<file path="src/rtl/aes128_sched.sv">
// AES-128 job scheduler: arbitrates two client request ports onto a single AES
// datapath core, one job in flight at a time, and presents the core result on a
// valid/ready result port.
//
// Ports:
//   i_clk, i_rst            rising-edge clock, synchronous active-high reset
//   i_key_ok                expanded key valid; gates acceptance of new jobs
//   i_cX_valid/o_cX_ready   client X request handshake (X = 0, 1)
//   i_cX_flag, i_cX_data    client X mode (1 = encrypt) and 128-bit block
//   o_core_flag             mode to the core
//   o_core_din, _din_en     block and one-cycle start pulse to the core
//   i_core_dout, _dout_en   core result and completion strobe
//   o_res_valid/i_res_ready result handshake
//   o_res_data/_id/_flag    result block, originating client, mode
//   o_busy                  high whenever not idle
//   o_err                   sticky protocol error (cleared only by reset)
//   o_done_cnt              completed-job counter, wraps
module aes128_sched (
  input  logic         i_clk,
  input  logic         i_rst,
  input  logic         i_key_ok,
  input  logic         i_c0_valid,
  output logic         o_c0_ready,
  input  logic         i_c0_flag,
  input  logic [127:0] i_c0_data,
  input  logic         i_c1_valid,
  output logic         o_c1_ready,
  input  logic         i_c1_flag,
  input  logic [127:0] i_c1_data,
  output logic         o_core_flag,
  output logic [127:0] o_core_din,
  output logic         o_core_din_en,
  input  logic [127:0] i_core_dout,
  input  logic         i_core_dout_en,
  output logic         o_res_valid,
  input  logic         i_res_ready,
  output logic [127:0] o_res_data,
  output logic         o_res_id,
  output logic         o_res_flag,
  output logic         o_busy,
  output logic         o_err,
  output logic [15:0]  o_done_cnt
);

  // RUN is entered one cycle after ISSUE with the counter at 0, so a count of 10
  // with no strobe means 11 cycles have passed since ISSUE; the job is dropped on
  // that edge and the error is visible 12 cycles after ISSUE.
  localparam logic [3:0] TimeoutCnt = 4'd10;

  typedef enum logic [1:0] {StIdle, StIssue, StRun, StHold} state_e;

  state_e        state_q, state_d;
  logic [3:0]    cnt_q, cnt_d;
  logic [127:0]  job_data_q;
  logic          job_flag_q;
  logic          job_id_q;
  logic          core_flag_q;
  logic [127:0]  res_data_q;
  logic          res_id_q;
  logic          res_flag_q;
  logic          err_q;
  logic [15:0]   done_q;
  logic          last_q;  // client granted most recently

  logic pick1, can_accept, gnt0, gnt1, accept, err_set, capture, res_fire;

  // Round-robin: on a tie the client not granted last wins.
  assign pick1      = i_c1_valid & (~i_c0_valid | ~last_q);
  assign can_accept = (state_q == StIdle) & i_key_ok & ~i_rst;
  assign gnt0       = can_accept & i_c0_valid & ~pick1;
  assign gnt1       = can_accept & i_c1_valid & pick1;
  assign accept     = gnt0 | gnt1;
  assign capture    = (state_q == StRun) & i_core_dout_en;
  assign res_fire   = (state_q == StHold) & i_res_ready;

  // Strobe outside RUN is spurious; RUN reaching the limit means the core hung.
  assign err_set = (i_core_dout_en & (state_q != StRun)) |
                   ((state_q == StRun) & ~i_core_dout_en & (cnt_q == TimeoutCnt));

  always_comb begin
    state_d = state_q;
    cnt_d   = cnt_q;
    unique case (state_q)
      StIdle: begin
        if (accept) state_d = StIssue;
      end
      StIssue: begin
        state_d = StRun;
        cnt_d   = 4'd0;
      end
      StRun: begin
        cnt_d = cnt_q + 4'd1;
        if (i_core_dout_en)            state_d = StHold;
        else if (cnt_q == TimeoutCnt)  state_d = StIdle;
      end
      StHold: begin
        if (i_res_ready) state_d = StIdle;
      end
      default: state_d = StIdle;
    endcase
  end

  always_ff @(posedge i_clk) begin
    if (i_rst) begin
      state_q     <= StIdle;
      cnt_q       <= 4'd0;
      job_data_q  <= '0;
      job_flag_q  <= 1'b0;
      job_id_q    <= 1'b0;
      core_flag_q <= 1'b1;
      res_data_q  <= '0;
      res_id_q    <= 1'b0;
      res_flag_q  <= 1'b0;
      err_q       <= 1'b0;
      done_q      <= 16'd0;
      last_q      <= 1'b1;
    end else begin
      state_q <= state_d;
      cnt_q   <= cnt_d;
      if (accept) begin
        job_data_q  <= gnt1 ? i_c1_data : i_c0_data;
        job_flag_q  <= gnt1 ? i_c1_flag : i_c0_flag;
        job_id_q    <= gnt1;
        core_flag_q <= gnt1 ? i_c1_flag : i_c0_flag;
        last_q      <= gnt1;
      end
      if (capture) begin
        res_data_q <= i_core_dout;
        res_id_q   <= job_id_q;
        res_flag_q <= job_flag_q;
      end
      if (err_set)  err_q  <= 1'b1;
      if (res_fire) done_q <= done_q + 16'd1;
    end
  end

  assign o_c0_ready    = gnt0;
  assign o_c1_ready    = gnt1;
  assign o_core_flag   = core_flag_q;
  assign o_core_din    = job_data_q;
  assign o_core_din_en = (state_q == StIssue);
  assign o_res_valid   = (state_q == StHold);
  assign o_res_data    = res_data_q;
  assign o_res_id      = res_id_q;
  assign o_res_flag    = res_flag_q;
  assign o_busy        = (state_q != StIdle);
  assign o_err         = err_q;
  assign o_done_cnt    = done_q;

endmodule

</file>
<file path="config.mk">
export PLATFORM = sky130hd
export DESIGN_NAME = aes128_sched
export DESIGN_NICKNAME = d
export VERILOG_FILES = /design/src/rtl/aes128_sched.sv
export SDC_FILE = /design/constraint.sdc
export NUM_CORES = 1
export LEC_CHECK = 0
export BUFFER_PORTS_ARGS = -buffer_cell sky130_fd_sc_hd__buf_2
export CELL_PAD_IN_SITES_DETAIL_PLACEMENT = 1
export CELL_PAD_IN_SITES_GLOBAL_PLACEMENT = 1
export CORE_AREA = 2 2 260 262
export DETAILED_ROUTE_END_ITERATION = 12
export DIE_AREA = 0 0 262 264
export HOLD_SLACK_MARGIN = 0.1
export PLACE_DENSITY_LB_ADDON = 0.15
export SYNTH_ARGS = -nofsm -noshare
export SYNTH_HDL_FRONTEND = slang
export SYNTH_SLANG_ARGS = --single-unit
</file>
<file path="constraint.sdc">
create_clock -name i_clk -period 2.3 [get_ports i_clk]
set_input_delay 0.575 -clock i_clk [delete_from_list [all_inputs] [get_ports i_clk]]
set_output_delay 0.575 -clock i_clk [all_outputs]
set_load 0.01 [all_outputs]
</file>
==> out/qor.txt <==
Synth Area in Adders -> 0.896%
Final Power -> 0.0143 W
power density over the cells -> 838 mW/mm2
mux contribution to synthesized area -> 0.190%
Final Hold Viols -> 0
Rows -> 95
DRC Markers -> 0
CTS sink count -> 285
largest family of logic cells by synthesized area -> simple AND/OR/NAND/NOR gates
H-tree Lvls -> 2
Layout area overhead -> 53.0%
fmax -> 0.442 GHz
Initial Utilization -> 16.8%
Ys Warns -> 0
Fin Clk Skew -> 0.0177 ns
grt total ovfl -> 0
Top-Level Pins -> 674
Non-Filler Instances -> 2984
Slew headroom -> 38.1%
CP Max Fanout -> 3
global-route wire length before repair -> 80800 um
CTS Buffer Depth -> 3
Worst Hold Class -> in -> reg
Crit Path Class -> reg -> out
WL/cell -> 18.5 um
GPL Wtd Cong -> 0.770
Max VDD drop -> 0.412 mV
root buffer cell -> clkbuf_16
layout cells sized above 1 -> 37.9%
max-slew violations -> 0
Layout Nets -> 2479
Required @ worst endpoint -> 1.73 ns
largest net degree at the start of global routing -> 162
vias per cell -> 4.24
worst slew pin tran -> 0.928 ns
CORE AREA -> 0.0666 mm2
Post-synth EDFFs -> 0
Final Setup Violations -> 0
Worst EP arrival -> 1.69 ns
synthesized instance count -> 1434
I/O Buffers -> 673
number of synthesized register bits -> 285
status -> completed
Vias -> 12700
register area share after synthesis -> 51.1%
Die Y -> 264 um
placed instance area -> 0.0158 mm2
full die area -> 0.0692 mm2
CTS tree -> built
ANT nets after route -> 0
CP startpoint kind -> flop
fin crit share -> 98.3%
Synthesized Nets -> 1835
Inst Count DP -> 2904
initial antenna violation count -> 23
GRT Total Usage -> 15.2%
post-synthesis xor/xnor area fraction -> 0.941%
TritonCTS buffer count -> 38
Critical Path End Type -> primary output
clk slew on worst S/H paths -> 0.06 ns
Finished Core Util -> 25.7%
Routed Wire Length -> 55300 um
Die X -> 262 um
Synth Area in Compound Gates -> 17.2%
Iter 0 DRT Violations -> 446
number of global-route vias before repair -> 13200
Avg Cell Area, Syn -> 7.79 um2
Synth Cell Area -> 0.0112 mm2
RSZ-0062 raised after global routing -> true
P_leak -> 7.51 nW
min Tclk post-route -> 2.26 ns
post-synthesis async set-or-reset flop share -> 0%
DP HPWL -> 41000 um
CTS hold repair buffers -> 0
most common flop cell mapped by yosys -> dfxtp_1
Simple-Gate Fraction of Synth Area -> 25.2%
Pre-Repair DR Iteration Count -> 4
Max-cap violations -> 0
Clk Latency, worst-skew pair -> 0.55 ns
post-synth cell types -> 39
post-route cell area -> 0.0171 mm2
-- layout make-up --
class | count | area (um2)
Tap cell | 873 | 1090
Inverter | 7 | 28.8
Timing Repair Buffer | 723 | 4010
Fill cell | 8146 | 49500
Clock inverter | 9 | 96.3
Sequential cell | 285 | 5710
Multi-Input combinational cell | 1023 | 5010
Clock buffer | 56 | 1120
Antenna cell | 8 | 20.0
-- worst max-delay path, cell delays in order (launching register included) --
cell and delay [ns]:
dfxtp_4 0.35, inv_4 0.06, ha_4 0.13, nand3b_1 0.12, or2_4 0.28, nor2_4 0.08
buf_6 0.11
-- Yosys cell counts (3+ instances only) --
cell / count / area share [%]
o21ai_0: 6 / 0.27
nand3_1: 6 / 0.27
a21oi_1: 140 / 6.3
xnor2_1: 5 / 0.39
nand2_1: 527 / 18
nand4_1: 7 / 0.39
xor2_1: 7 / 0.55
ha_1: 8 / 0.90
inv_1: 7 / 0.24
nand3b_1: 3 / 0.20
nand2b_1: 6 / 0.34
a311oi_1: 128 / 10
clkbuf_1: 87 / 2.9
buf_1: 6 / 0.20
dfxtp_1: 285 / 51
buf_2: 26 / 1.2
nor2_1: 151 / 5.1
-- report_power, final --
group	internal (W)	switching, W
Sequential	0.00538	0.000228
Clock	0.00349	0.00239
Combinational	0.00118	0.00164
-- cell families after synthesis --
family	Yosys count
AO/OA/AOI/OAI	282
XOR/XNOR	12
adder cells (fa/ha/maj)	8
buffers and inverters	126
flip-flops	285
multiplexers	2
AND/OR/NAND/NOR	719
-- routing by layer --
metal	vias to the layer above	track usage [%]	part of all wire, %
met5	-	0	0.32
met4	28	4.08	2.0
met3	91	6.20	10
met2	446	27.2	49
met1	5974	16.3	38
li1	6121	-	-
-- registers in the layout, indices dropped and copies added (netlist names) --
| signal | cells |
|---|---|
| o_res_data | 128 |
| o_core_flag | 1 |
| job_id_q | 1 |
| last_q | 1 |
| o_err | 1 |
| o_res_flag | 1 |
| state_q | 2 |
| cnt_q | 4 |
| o_core_din | 128 |
| job_flag_q | 1 |
| o_done_cnt | 16 |
| o_res_id | 1 |
-- cells in the final DEF, fill, tap and decap left out, drive strengths merged, types with 3 or more instances in the layout --
| cell type | count |
|---|---|
| nand3b | 3 |
| diode | 8 |
| nand3 | 6 |
| ha | 8 |
| a311oi | 128 |
| xor2 | 7 |
| a21oi | 140 |
| o21ai | 6 |
| nand2b | 6 |
| xnor2 | 5 |
| nand2 | 527 |
| inv | 10 |
| clkinv | 5 |
| buf | 723 |
| nor2 | 151 |
| clkbuf | 56 |
| dfxtp | 285 |
| nand4 | 7 |
-- per-stage QoR --
step | setup slack (ns) | hold WS [ns] | setup TNS (ns)
after floorplan | 0.0597 | 0.430 | 0
after global placement | 0.199 | 0.438 | 0
after detailed placement | 0.134 | 0.445 | 0
after CTS | -0.0285 | 0.211 | -0.0285
after global routing | -0.0472 | 0.230 | -0.0472
final | 0.0382 | 0.262 | 0
-- final timing paths --
| check | startpoint | to | slack [ns] | cells past startpoint |
|---|---|---|---|---|
| hold reg to reg | o_res_data[124]$_SDFFE_PP0P_ | o_res_data[124]$_SDFFE_PP0P_ | 0.45 | 2 |
| hold / removal | i_core_dout[95] | o_res_data[95]$_SDFFE_PP0P_ | 0.26 | 3 |
| setup / recovery | state_q[1]$_SDFFE_PP0P_ | o_c0_ready | 0.04 | 6 |
| setup reg to reg | state_q[1]$_SDFFE_PP0P_ | o_core_din[41]$_SDFFE_PP0P_ | 0.25 | 10 |
-- timing repair --
item                                    4_1_cts  5_1_grt
resized for setup                            12        1
pin swaps                                     2        1
cloned                                        0        0
endpoints found under the setup margin        2        2
setup buffers                                 6        1
No activity file was read; power rests on OpenSTA's default activity.
